**src/rtl/fsm_seq_pkg.sv**
```systemverilog
// rtl/fsm_seq_pkg.sv - state encoding, response status codes and counter width helper for the job sequencer
package fsm_seq_pkg;

    // Sequencer states; one job in flight at a time.
    typedef enum logic [2:0] {
        IDLE    = 3'd0,
        LAUNCH  = 3'd1,
        RUN     = 3'd2,
        BACKOFF = 3'd3,
        RESPOND = 3'd4
    } seq_state_t;

    // Response status codes; 2'b11 is reserved and never produced.
    localparam logic [1:0] ST_OK      = 2'b00;
    localparam logic [1:0] ST_FAULT   = 2'b01;
    localparam logic [1:0] ST_TIMEOUT = 2'b10;

    // Bits needed to hold 0..max_value, never less than one bit so that
    // MAX_RETRY=0 or BACKOFF_CYC=1 still yields a legal vector.
    function automatic int cnt_width(input int max_value);
        return (max_value < 1) ? 1 : $clog2(max_value + 1);
    endfunction

endpackage

```
**src/rtl/fsm_job_sequencer_if.sv**
```systemverilog
// rtl/fsm_job_sequencer_if.sv - request, controller and response handshake bundle of the job sequencer
interface fsm_job_sequencer_if
    import fsm_seq_pkg::*;
#(
    parameter int ID_W      = 4,
    parameter int MAX_RETRY = 2
);

    localparam int RW = cnt_width(MAX_RETRY);

    // job request
    logic            req_valid;
    logic            req_ready;
    logic [ID_W-1:0] req_id;

    // controller side
    logic            ctrl_start;
    logic            ctrl_busy;
    logic            ctrl_valid;
    logic            ctrl_fault;

    // job response
    logic            rsp_valid;
    logic            rsp_ready;
    logic [ID_W-1:0] rsp_id;
    logic [1:0]      rsp_status;
    logic [RW-1:0]   rsp_retries;

    // sequencer view
    modport master (
        input  req_valid, req_id,
        output req_ready,
        output ctrl_start,
        input  ctrl_busy, ctrl_valid, ctrl_fault,
        output rsp_valid, rsp_id, rsp_status, rsp_retries,
        input  rsp_ready
    );

    // issuer, controller and response consumer view
    modport slave (
        output req_valid, req_id,
        input  req_ready,
        input  ctrl_start,
        output ctrl_busy, ctrl_valid, ctrl_fault,
        input  rsp_valid, rsp_id, rsp_status, rsp_retries,
        output rsp_ready
    );

endinterface

```
**src/rtl/seq_watchdog.sv**
```systemverilog
// rtl/seq_watchdog.sv - clearable saturating cycle counter that flags when it reaches its limit
module seq_watchdog
    import fsm_seq_pkg::*;
#(
    parameter int LIMIT = 63
) (
    input  logic clk,
    input  logic reset,
    input  logic clear,
    input  logic enable,
    output logic expired
);

    localparam int W = cnt_width(LIMIT);
    localparam logic [W-1:0] LIM = W'(LIMIT);

    logic [W-1:0] count;

    // Clear has priority; otherwise count up while enabled and stick at LIMIT.
    always_ff @(posedge clk or negedge reset) begin
        if (!reset) begin
            count <= '0;
        end else if (clear) begin
            count <= '0;
        end else if (enable && (count != LIM)) begin
            count <= count + W'(1);
        end
    end

    assign expired = (count == LIM);

endmodule

```
**src/rtl/fsm_job_sequencer.sv**
```systemverilog
// rtl/fsm_job_sequencer.sv - job issuer with retry, backoff and watchdog for fsm_controller; SEQ_STATS_EN adds event counters
module fsm_job_sequencer
    import fsm_seq_pkg::*;
#(
    parameter int ID_W        = 4,
    parameter int MAX_RETRY   = 2,
    parameter int TIMEOUT_CYC = 64,
    parameter int BACKOFF_CYC = 4
) (
    input  logic                clk,
    input  logic                reset,
    fsm_job_sequencer_if.master bus
`ifdef SEQ_STATS_EN
    ,
    output logic [15:0]         stat_jobs,
    output logic [15:0]         stat_faults,
    output logic [15:0]         stat_timeouts
`endif
);

    localparam int RW = cnt_width(MAX_RETRY);
    localparam logic [RW-1:0] RETRY_LIM = RW'(MAX_RETRY);

    seq_state_t      state;
    logic [ID_W-1:0] job_id;
    logic [RW-1:0]   retry_cnt;

    logic       accept;
    logic       can_retry;
    logic       wd_clear;
    logic       wd_enable;
    logic       wd_expired;
    logic       bo_clear;
    logic       bo_enable;
    logic       bo_expired;
    logic       done_now;
    logic [1:0] done_status;

    assign accept    = (state == IDLE) && bus.req_valid && bus.req_ready;
    assign can_retry = (retry_cnt < RETRY_LIM);

    // The watchdog spans a whole attempt: restarted on every entry to LAUNCH,
    // it keeps running across LAUNCH->RUN so the limit covers start + execution.
    assign wd_clear  = accept || ((state == BACKOFF) && bo_expired);
    assign wd_enable = (state == LAUNCH) || (state == RUN);

    // Backoff counter restarts on each retried fault and runs only in BACKOFF.
    assign bo_clear  = (state == RUN) && bus.ctrl_fault && can_retry;
    assign bo_enable = (state == BACKOFF);

    seq_watchdog #(
        .LIMIT (TIMEOUT_CYC - 1)
    ) u_watchdog (
        .clk     (clk),
        .reset   (reset),
        .clear   (wd_clear),
        .enable  (wd_enable),
        .expired (wd_expired)
    );

    seq_watchdog #(
        .LIMIT (BACKOFF_CYC - 1)
    ) u_backoff (
        .clk     (clk),
        .reset   (reset),
        .clear   (bo_clear),
        .enable  (bo_enable),
        .expired (bo_expired)
    );

    // Decide whether the current attempt ends the job this cycle and with what status;
    // fault outranks valid, and either outranks the watchdog.
    always_comb begin
        done_now    = 1'b0;
        done_status = ST_OK;
        case (state)
            LAUNCH: begin
                if (bus.ctrl_busy && wd_expired) begin
                    done_now    = 1'b1;
                    done_status = ST_TIMEOUT;
                end
            end
            RUN: begin
                if (bus.ctrl_fault) begin
                    if (!can_retry) begin
                        done_now    = 1'b1;
                        done_status = ST_FAULT;
                    end
                end else if (bus.ctrl_valid) begin
                    done_now    = 1'b1;
                    done_status = ST_OK;
                end else if (wd_expired) begin
                    done_now    = 1'b1;
                    done_status = ST_TIMEOUT;
                end
            end
            default: begin
            end
        endcase
    end

    // Main sequencer FSM with all handshake outputs registered.
    always_ff @(posedge clk or negedge reset) begin
        if (!reset) begin
            state           <= IDLE;
            job_id          <= '0;
            retry_cnt       <= '0;
            bus.req_ready   <= 1'b1;
            bus.ctrl_start  <= 1'b0;
            bus.rsp_valid   <= 1'b0;
            bus.rsp_id      <= '0;
            bus.rsp_status  <= ST_OK;
            bus.rsp_retries <= '0;
        end else begin
            bus.ctrl_start <= 1'b0;
            if (done_now) begin
                state           <= RESPOND;
                bus.rsp_valid   <= 1'b1;
                bus.rsp_id      <= job_id;
                bus.rsp_status  <= done_status;
                bus.rsp_retries <= retry_cnt;
            end else begin
                case (state)
                    IDLE: begin
                        if (accept) begin
                            job_id        <= bus.req_id;
                            retry_cnt     <= '0;
                            bus.req_ready <= 1'b0;
                            state         <= LAUNCH;
                        end
                    end
                    LAUNCH: begin
                        if (!bus.ctrl_busy) begin
                            bus.ctrl_start <= 1'b1;
                            state          <= RUN;
                        end
                    end
                    RUN: begin
                        // only a retryable fault reaches here; terminal outcomes go through done_now
                        if (bus.ctrl_fault) begin
                            retry_cnt <= retry_cnt + RW'(1);
                            state     <= BACKOFF;
                        end
                    end
                    BACKOFF: begin
                        if (bo_expired) begin
                            state <= LAUNCH;
                        end
                    end
                    RESPOND: begin
                        if (bus.rsp_ready) begin
                            bus.rsp_valid <= 1'b0;
                            bus.req_ready <= 1'b1;
                            state         <= IDLE;
                        end
                    end
                    default: begin
                        bus.rsp_valid <= 1'b0;
                        bus.req_ready <= 1'b1;
                        state         <= IDLE;
                    end
                endcase
            end
        end
    end

`ifdef SEQ_STATS_EN
    // Saturating event counters: completed handshakes, every fault seen in RUN, timeout responses.
    always_ff @(posedge clk or negedge reset) begin
        if (!reset) begin
            stat_jobs     <= '0;
            stat_faults   <= '0;
            stat_timeouts <= '0;
        end else begin
            if ((state == RESPOND) && bus.rsp_ready && (stat_jobs != 16'hFFFF)) begin
                stat_jobs <= stat_jobs + 16'd1;
            end
            if ((state == RUN) && bus.ctrl_fault && (stat_faults != 16'hFFFF)) begin
                stat_faults <= stat_faults + 16'd1;
            end
            if (done_now && (done_status == ST_TIMEOUT) && (stat_timeouts != 16'hFFFF)) begin
                stat_timeouts <= stat_timeouts + 16'd1;
            end
        end
    end
`endif

endmodule

```
**src/flat_wrapper.sv**
```systemverilog
// flat-port wrapper written by rule: the top's interface ports become plain ports
module fsm_job_sequencer_flat import fsm_seq_pkg::*;
#(
    parameter int ID_W        = 4,
    parameter int MAX_RETRY   = 2,
    parameter int TIMEOUT_CYC = 64,
    parameter int BACKOFF_CYC = 4
)
  (clk, reset, bus_req_valid, bus_req_id, bus_req_ready, bus_ctrl_start, bus_ctrl_busy, bus_ctrl_valid, bus_ctrl_fault, bus_rsp_valid, bus_rsp_id, bus_rsp_status, bus_rsp_retries, bus_rsp_ready);
  fsm_job_sequencer_if #(.ID_W(ID_W), .MAX_RETRY(MAX_RETRY)) bus_i ();
  input  logic clk;
  input  logic reset;
  input wire logic [$bits(bus_i.req_valid)-1:0] bus_req_valid;
  input wire logic [$bits(bus_i.req_id)-1:0] bus_req_id;
  output wire logic [$bits(bus_i.req_ready)-1:0] bus_req_ready;
  output wire logic [$bits(bus_i.ctrl_start)-1:0] bus_ctrl_start;
  input wire logic [$bits(bus_i.ctrl_busy)-1:0] bus_ctrl_busy;
  input wire logic [$bits(bus_i.ctrl_valid)-1:0] bus_ctrl_valid;
  input wire logic [$bits(bus_i.ctrl_fault)-1:0] bus_ctrl_fault;
  output wire logic [$bits(bus_i.rsp_valid)-1:0] bus_rsp_valid;
  output wire logic [$bits(bus_i.rsp_id)-1:0] bus_rsp_id;
  output wire logic [$bits(bus_i.rsp_status)-1:0] bus_rsp_status;
  output wire logic [$bits(bus_i.rsp_retries)-1:0] bus_rsp_retries;
  input wire logic [$bits(bus_i.rsp_ready)-1:0] bus_rsp_ready;
  assign bus_i.req_valid = bus_req_valid;
  assign bus_i.req_id = bus_req_id;
  assign bus_req_ready = bus_i.req_ready;
  assign bus_ctrl_start = bus_i.ctrl_start;
  assign bus_i.ctrl_busy = bus_ctrl_busy;
  assign bus_i.ctrl_valid = bus_ctrl_valid;
  assign bus_i.ctrl_fault = bus_ctrl_fault;
  assign bus_rsp_valid = bus_i.rsp_valid;
  assign bus_rsp_id = bus_i.rsp_id;
  assign bus_rsp_status = bus_i.rsp_status;
  assign bus_rsp_retries = bus_i.rsp_retries;
  assign bus_i.rsp_ready = bus_rsp_ready;
  fsm_job_sequencer #(.ID_W(ID_W), .MAX_RETRY(MAX_RETRY), .TIMEOUT_CYC(TIMEOUT_CYC), .BACKOFF_CYC(BACKOFF_CYC)) u_core (.clk(clk), .reset(reset), .bus(bus_i));
endmodule
```
**config.mk**
```make
export PLATFORM = sky130hd
export DESIGN_NAME = fsm_job_sequencer_flat
export DESIGN_NICKNAME = d
export VERILOG_FILES = /design/src/rtl/fsm_seq_pkg.sv /design/src/rtl/fsm_job_sequencer_if.sv /design/src/rtl/seq_watchdog.sv /design/src/rtl/fsm_job_sequencer.sv /design/src/flat_wrapper.sv
export SDC_FILE = /design/constraint.sdc
export NUM_CORES = 1
export LEC_CHECK = 0
export CORE_ASPECT_RATIO = 1.5
export CORE_UTILIZATION = 45
export DETAILED_ROUTE_END_ITERATION = 12
export GPL_ROUTABILITY_DRIVEN = 0
export GPL_TIMING_DRIVEN = 0
export PLACE_DENSITY_LB_ADDON = 0.15
export SLEW_MARGIN = 20
export SYNTH_ARGS = -nofsm -noshare
export SYNTH_HDL_FRONTEND = slang
export SYNTH_SLANG_ARGS = --single-unit
```
**constraint.sdc**
```tcl
create_clock -name clk -period 3 [get_ports clk]
set_input_delay 0.45 -clock clk [delete_from_list [all_inputs] [get_ports clk]]
set_output_delay 0.45 -clock clk [all_outputs]
set_load 0.01 [all_outputs]
```
* Word-level counts from Yosys, hierarchy flattened
Cells that the tools add are included. W data, S select, Z words.
Operators by class: $add $sub $neg 3, order comparisons 1, equal/unequal tests 17, muxes and demuxes 35, bitwise operators 2, reduce and logical (&&, ||, !) cells 21
Operators with widths (count):
- $mux W3 | 6
- $mux W2 | 8
- $pmux W3 S5 | 1
- $mux W1 | 13
- $mux W6 | 2
- $ne A3 B2 Y1 const B | 3
- $logic_and A1 B1 Y1 | 8
- $pmux W2 S2 | 2
- $reduce_and A4 Y1 | 2
- $add A6 B1 Y6 const B | 1
- $eq A3 B2 Y1 const B | 2
- $eq A6 B6 Y1 const B | 1
- $ne A2 B2 Y1 const B | 3
- $ne A3 B1 Y1 const B | 2
- $ne A6 B6 Y1 const B | 1
- $reduce_bool A2 Y1 | 3
- $reduce_and A5 Y1 | 1
- $add A2 B1 Y2 const B | 2
- $ne A2 B1 Y1 const B | 2
- $pmux W1 S2 | 2
- $reduce_or A4 Y1 | 1
- $eq A3 B1 Y1 const B | 1
- $eq A3 B3 Y1 const B | 1
- $logic_not A3 Y1 | 1
- 8 further kinds | 10
Storage, ports and cells: register bits after elaboration 28, input port bits 11, word-level logic and storage cells 90

* Longest topological paths before layout
Gate-level depths: netlist of the first run.
depth after elaboration 7, depth in mapped cells 6, gate-level depth less buffers 5

* Hierarchy
From an unflattened synthesis of the first run, not the netlist that was laid out.
Second synthesis, totals: cells, all modules 123, area, all modules 1413.9 um^2
By module, submodules not included:
- fsm_job_sequencer | times used 1, cells an instance 81, area an instance 948.4 um^2, seq. area each 501.7 um^2
- seq_watchdog (u_core.u_watchdog) | times used 1, cells an instance 32, area an instance 341.6 um^2, seq. area each 150.1 um^2
- seq_watchdog (u_core.u_backoff) | times used 1, cells an instance 10, area an instance 123.9 um^2, seq. area each 50.0 um^2

* Least setup slack after synthesis of the first run
No wires, ideal clock.
kind register -> register, start register u_core.u_watchdog.count[0], end register u_core.u_watchdog.count[3], setup time 0.078 ns, data arrival time 1.674 ns, data required time 2.922 ns, path slack 1.248 ns, cell stages (with the launch flop) 6, buffers on the path 0, clock period less this slack 1.752 ns, cells stage by stage dfrtp_1 -> ha_1 -> and3_1 -> a311o_1 -> or3_1 -> a21oi_1
Between the ends: word-level cells in the longest chain between the ends 3, elaborated cells between the ends (all ways) 6, classes of those cells add/sub (1); eq/ne (1); mux (2); reduce/logical (2)
Ends and longest elaborated chain:
- start: declaration | line seq_watchdog.sv:17 | logic [W-1:0] count;
- start signal: assignment | line seq_watchdog.sv:26 | count <= count + W'(1);
- $add A6 B1 Y6 or $ne A6 B6 Y1 (tied branches) | line seq_watchdog.sv:26, seq_watchdog.sv:25
- $mux W6 or $logic_and A1 B1 Y1 (tied branches) | line seq_watchdog.sv:25 | end else if (enable && (count != LIM)) begin
- $mux W6 or $reduce_bool A2 Y1 (tied branches)
Parallel ways exist; a longest one is shown, timed or not. The select of a mux whose other input is x is not followed. A chain may end at the register's enable or synchronous reset.

* Worst setup path after layout of the first run
start input bus_ctrl_fault, end register u_core.bus.rsp_id[0]
Between the ends: word-level cells in the longest chain between the ends 2
Ends and longest elaborated chain:
- start: declaration | line flat_wrapper.sv:19 | input wire logic [$bits(bus_i.ctrl_fault)-1:0] bus_ctrl_fault;
- $mux W1 | line fsm_job_sequencer.sv:84 | if (bus.ctrl_fault) begin
- $pmux W1 S2 | line fsm_job_sequencer.sv:76 | case (state)
- end signal: assignment | line fsm_job_sequencer.sv:119 | bus.rsp_id <= job_id;
- end: declaration | line fsm_job_sequencer_if.sv:35 | output rsp_valid, rsp_id, rsp_status, rsp_retries,
No other way between the ends.

==> results.cfg, run 1 <==
[detailed_routing]
vias = 1158
wire_per_inst_um = 15.34
drc = 0
routed_wirelength_um = 3006
avgViaCountPerCell = 5.908
drt_iter0_drc = 30
firstDrtPassIters = 4
postRouteAntennaNets = 0

[setup_path]
crit_path_end_kind = flip-flop
crit_fanout = 10
cp-start-kind = input port
crit_required_ps = 3160
slowest_delay_ps = 550
arrival_ps = 2280
critPathSlowestCell = clkdlybuf4s50_1
crit_chain = clkdlybuf4s50_1, or3b_1, a21o_1, o21ba_1, buf_6, mux2_4
crit_family = buffers and inverters
worstSetupPathType = input port to flip-flop
cp.buffers_inverters = 2

[synth]
yosys_warnings = 0
synthCells = 132
syn_area_mm2 = 0.001429
synth_nets = 145
synthTopCellsByArea = dfrtp_1 47%, mux2_4 5.3%, a21oi_1 3.2%
synth.distinct_cells = 42
synth_top_area_cell = dfrtp_1
seq_area_frac_synth_pct = 49.12
synth-seq-cells = 28
synth_area_per_cell_um2 = 10.82
synth.top_cell.area_share_pct = 47.29

[global_routing]
grt_pass1_vias = 1118
grt_pass1_wl_um = 4823
grt_start_max_net_pins = 29
overflow = 0
grt_usage_pct = 19.53
antenna_found_initial = 0

[clock_network]
hold_buffers = 0
clock_latency_ps = 280
ctsLongestPathBuffers = 2
cts_made_buffers = 3
cts_tree = built
postCtsResizedCells = 0
clk_pin_slew_ps = 100
cts_root_buffer = clkbuf_8
clock_sinks = 28
post-cts-setup-buffer-count = 0
htree_levels = 1

[pwr]
p_per_area_mw_per_mm2 = 1059
max-vdd-ir-drop_mv = 0.5666
p_leak_uw = 0.0007646

[timing]
skew_ps = 8.362
setup-violations-final = 0
max_freq_mhz = 472.5
fin_crit_sh_pct = 70.55
hold_viol = 0
slew_headroom_pct = 59.03
rsz0062_at_grt = no
fin_crit_ps = 2116
tightest_slew_ps = 614.6
tns_ps = 0
maxSlewViolCount = 0

[cells_and_area]
nets = 171
final_cell_mix = 27 x dfrtp_1, 20 x clkdlybuf4s50_1, 10 x nor2_1, 9 x a21oi_1, 8 x nand2_1
final_area_mm2 = 0.001754
diodes = 0
final_common_cell = dfrtp_1
post_route_cells_drive_above_1_share_pct = 13.38
syn_to_final_growth_pct = 22.77

[placed_design]
hpwl_um = 2156
placed_area_mm2 = 0.001683
portBuffers = 21

[run]
drv_cap = 0

[status]
status = finished, final reports clean

[floorplan]
die_area_mm2 = 0.003409
ioPinCount = 22
die_h_um = 71.02
initial_utilization_pct = 48.06
rows = 24
coreArea_mm2 = 0.002973
die_w_um = 48.01

[worst_hold_path]
hold_path.class = input port to asynchronous set/reset pin
==> registers in the layout, indices dropped and copies added (netlist names) <==
name and cells:
u_core.bus.ctrl_start 1, u_core.bus.req_ready 1, u_core.bus.rsp_id 4, u_core.bus.rsp_retries 2, u_core.bus.rsp_status 2, u_core.bus.rsp_valid 1, u_core.job_id 4, u_core.retry_cnt 2
u_core.state 3, u_core.u_backoff.count 2, u_core.u_watchdog.count 6
==> kinds of logic (layout without fill, tap and decap cells) <==
| kind of cell | after synthesis | in the layout | share of synthesized area (%) |
|---|---|---|---|
| and+or+nand+nor | 49 | 49 | 19.70 |
| AOI/OAI and AO/OA | 31 | 31 | 14.89 |
| buffers and inverters | 8 | 33 | 2.802 |
| xor gates and xnor gates | 2 | 2 | 1.226 |
| adders and majority gates | 2 | 2 | 1.751 |
| muxes | 12 | 12 | 10.51 |
| DFF | 28 | 28 | 49.12 |
==> worst reg2reg max path, delay by kind of cell, from the launching register on <==
kind / cells / cell delay [ps]
adder cells (fa/ha/maj): 1 / 270
AO/OA/AOI/OAI: 2 / 560
flip-flops: 1 / 430
AND/OR/NAND/NOR: 2 / 590
==> stage by stage <==
stage          util [%]  instances  setup WS [ps]  power [µW]  hold slack [ps]
2_1_floorplan         -        132           1248        1275            154.4
4_1_cts           59.01        196          927.2        1869            192.7
3_3_place_gp      56.78        192          643.0        1522            460.0
6_report          59.01        196          883.6        1858            172.4
3_5_place_dp      56.61        192          622.7        1560            479.1
5_1_grt           59.01        196          840.0        1980            225.7
==> routing by layer <==
layer | global-route usage (%) | up-vias | wire (µm)
met3 | 3.316 | 2 | 92
li1 | - | 534 | -
met5 | 0 | - | 0
met2 | 33.48 | 28 | 1648
met1 | 21.96 | 594 | 1239
met4 | 9.259 | 0 | 26
==> final timing paths <==
path | start | to | slack [ps] | cells after the start
min in group clk | u_core.bus.rsp_valid | u_core.bus.rsp_valid | 500 | 2
max in group asynchronous | reset | u_core.bus.rsp_id[0] | 2420 | 1
min | reset | u_core.retry_cnt[0] | 170 | 1
max reg2reg | u_core.u_watchdog.count[0] | u_core.u_watchdog.count[3] | 1080 | 5
min reg2reg | u_core.bus.rsp_valid | u_core.bus.rsp_valid | 500 | 2
max | bus_ctrl_fault | u_core.bus.rsp_id[0] | 880 | 6
==> final cells by class <==
class	count	area [µm²]
Sequential cell	28	701.9
Clock inverter	1	30.03
Clock buffer	3	41.29
Inverter	2	7.507
Fill cell	247	1219
Buffer	6	32.53
Tap cell	39	48.80
Multi-Input combinational cell	96	686.9
Timing Repair Buffer	21	205.2
==> power by group <==
part           internal (µW)  switching (µW)  total [µW]
sequential               552             138         689
clock                    179             120         299
combinational            459             411         870
total                   1190             668        1860
==> cell usage after synthesis, drive strengths merged <==
cell / n
o31ai: 1
xnor2: 2
o21ai: 4
and3b: 1
nor3: 1
nand3b: 2
nor2: 10
nor4: 2
dfrtp: 27
inv: 2
buf: 3
a311o: 1
ha: 2
clkbuf: 3
nand3: 6
a311oi: 2
or4b: 1
a21oi: 9
or2: 1
or3b: 1
o311ai: 1
a2bb2oi: 1
and4b: 1
nand2: 8
a22o: 3
a21o: 4
nand4b: 1
o22ai: 1
o21bai: 1
or3: 2
o21ba: 1
mux2i: 3
and3: 2
nor2b: 6
nor3b: 3
mux2: 9
dfstp: 1
nor4b: 1
a211oi: 2
Power figures use the tool's default switching activity.
==> run 2: changes to the inputs <==
==> constraint.sdc (replaced) <==
create_clock -name clk -period 2.15 [get_ports clk]
set_input_delay 0.3225 -clock clk [delete_from_list [all_inputs] [get_ports clk]]
set_output_delay 0.3225 -clock clk [all_outputs]
set_load 0.01 [all_outputs]
==> results of run 2 <==
Same layout as run 1 (identical final DEF). Status: finished, final reports clean.
Main changes from that run: setup slack after placement 622.7 ps -> -99.84 ps; setup slack after layout 883.6 ps -> 161.1 ps; hold slack 172.4 ps -> 44.89 ps; register-to-register setup slack 1080 ps -> 230 ps; total power 1858 µW -> 2592 µW; worst IR drop on VDD 0.5666 mV -> 0.7906 mV
==> run 3: changes to the inputs <==
--- a/config.mk
+++ b/config.mk
@@ -11,6 +11,7 @@
 export GPL_ROUTABILITY_DRIVEN = 0
 export GPL_TIMING_DRIVEN = 0
 export PLACE_DENSITY_LB_ADDON = 0.15
+export RECOVER_POWER = 25
 export SLEW_MARGIN = 20
 export SYNTH_ARGS = -nofsm -noshare
 export SYNTH_HDL_FRONTEND = slang
==> results.cfg, run 3 (same netlist as run 1, synthesis figures left out) <==
[status]
status = finished, final reports clean

[clock_network]
hold_buffers = 0
ctsLongestPathBuffers = 2
post-cts-setup-buffer-count = 0
htree_levels = 1
cts_root_buffer = clkbuf_8
cts_made_buffers = 3
clk_pin_slew_ps = 100
clock_sinks = 28
cts_tree = built
postCtsResizedCells = 0
clock_latency_ps = 280

[floorplan]
initial_utilization_pct = 48.06
ioPinCount = 22
die_h_um = 71.02
die_w_um = 48.01
rows = 24
coreArea_mm2 = 0.002973
die_area_mm2 = 0.003409

[cells_and_area]
largest_reg_flops = 6
nets = 171
final_cell_count_no_fill = 196
diodes = 0
final_cell_mix = 27 x dfrtp_1, 20 x clkdlybuf4s50_1, 10 x nor2_1, 9 x a21oi_1, 8 x nand2_1
regMostFlops = u_core.u_watchdog.count
top_regs = u_core.u_watchdog.count: 6 flops, u_core.bus.rsp_id: 4 flops, u_core.job_id: 4 flops
syn_to_final_growth_pct = 22.68
post_route_cells_drive_above_1_share_pct = 12.74
final_common_cell = dfrtp_1
final_area_mm2 = 0.001753

[detailed_routing]
vias = 1159
routed_wirelength_um = 3003
postRouteAntennaNets = 0
drt_iter0_drc = 30
firstDrtPassIters = 4
drc = 0
avgViaCountPerCell = 5.913
wire_per_inst_um = 15.32

[setup_path]
worstSetupPathType = input port to flip-flop
arrival_ps = 2160
cp-start-kind = input port
crit_path_end_kind = flip-flop
crit_required_ps = 2310
crit_fanout = 10

[worst_hold_path]
hold_path.class = input port to asynchronous set/reset pin

[global_routing]
grt_pass1_vias = 1118
grt_start_max_net_pins = 29
antenna_found_initial = 0
grt_usage_pct = 19.53
overflow = 0
grt_pass1_wl_um = 4823

[placed_design]
hpwl_um = 2156
placed_area_mm2 = 0.001683
portBuffers = 21
dp_cells = 192

[timing]
slew_headroom_pct = 2.089
rsz0062_at_grt = no
hold_ws_ps = 377.2
setup-violations-final = 0
skew_ps = 8.362
fin_crit_sh_pct = 92.63
tightest_slew_ps = 1469
max_freq_mhz = 502.1
tns_ps = 0
hold_viol = 0
maxSlewViolCount = 0
fin_crit_ps = 1992

[pwr]
p_leak_uw = 0.0007618
p_per_area_mw_per_mm2 = 1478
max-vdd-ir-drop_mv = 0.7905

[run]
drv_cap = 0
## run 3: cell count changes in the layout (fill, tap and decap cells not counted), sizes merged
cell	delta
clkbuf	+1
buf	-1
## run 3: where the power goes
group / internal, µW / switching, µW
clock: 249 / 167
combinational: 640 / 573
sequential: 770 / 192
total: 1660 / 932
## run 3: final cells by class
cell class | count | area [µm²]
plain buffers | 6 | 32.53
clock buffers | 3 | 41.29
clock inverters | 1 | 30.03
fillers | 246 | 1220
inverters | 2 | 7.507
multi-input cells | 96 | 686.9
flip-flops and latches | 28 | 701.9
well taps | 39 | 48.80
repair buffers | 21 | 203.9
## run 3: final timing paths
path / depth (start not counted) / from / slack [ps] / end
worst max-delay path: 6 / bus_ctrl_fault / 160 / u_core.bus.rsp_id[0]
max in group asynchronous: 1 / reset / 920 / u_core.bus.rsp_id[0]
worst min register to register: 2 / u_core.bus.rsp_valid / 500 / u_core.bus.rsp_valid
min in group clk: 2 / u_core.bus.rsp_valid / 500 / u_core.bus.rsp_valid
worst min-delay path: 1 / reset / 380 / u_core.retry_cnt[0]
worst max register to register: 5 / u_core.u_watchdog.count[0] / 230 / u_core.u_watchdog.count[3]
## run 3: metal layers
layer  wire, µm  up-vias  global-route usage [%]  share of wire (%)
met4         26        0                   9.259               0.87
met2       1647       28                   33.48                 55
li1           -      534                       -                  -
met1       1238      595                   21.96                 41
met3         91        2                   3.316                3.0
met5          0        -                       0                  0
## run 3: through the flow
stage	power, µW	utilization, %	setup WS, ps
2_1_floorplan	1779	-	398.3
3_3_place_gp	2123	56.78	-79.52
3_5_place_dp	2177	56.61	-99.84
4_1_cts	2608	59.01	204.7
5_1_grt	2762	58.96	117.5
6_report	2592	58.96	158.5
## run 3: worst max-delay path, stage by stage
cell	delay (ps)
clkdlybuf4s50_1	550
or3b_1	470
a21o_1	190
o21ba_1	180
buf_6	150
mux2_4	290
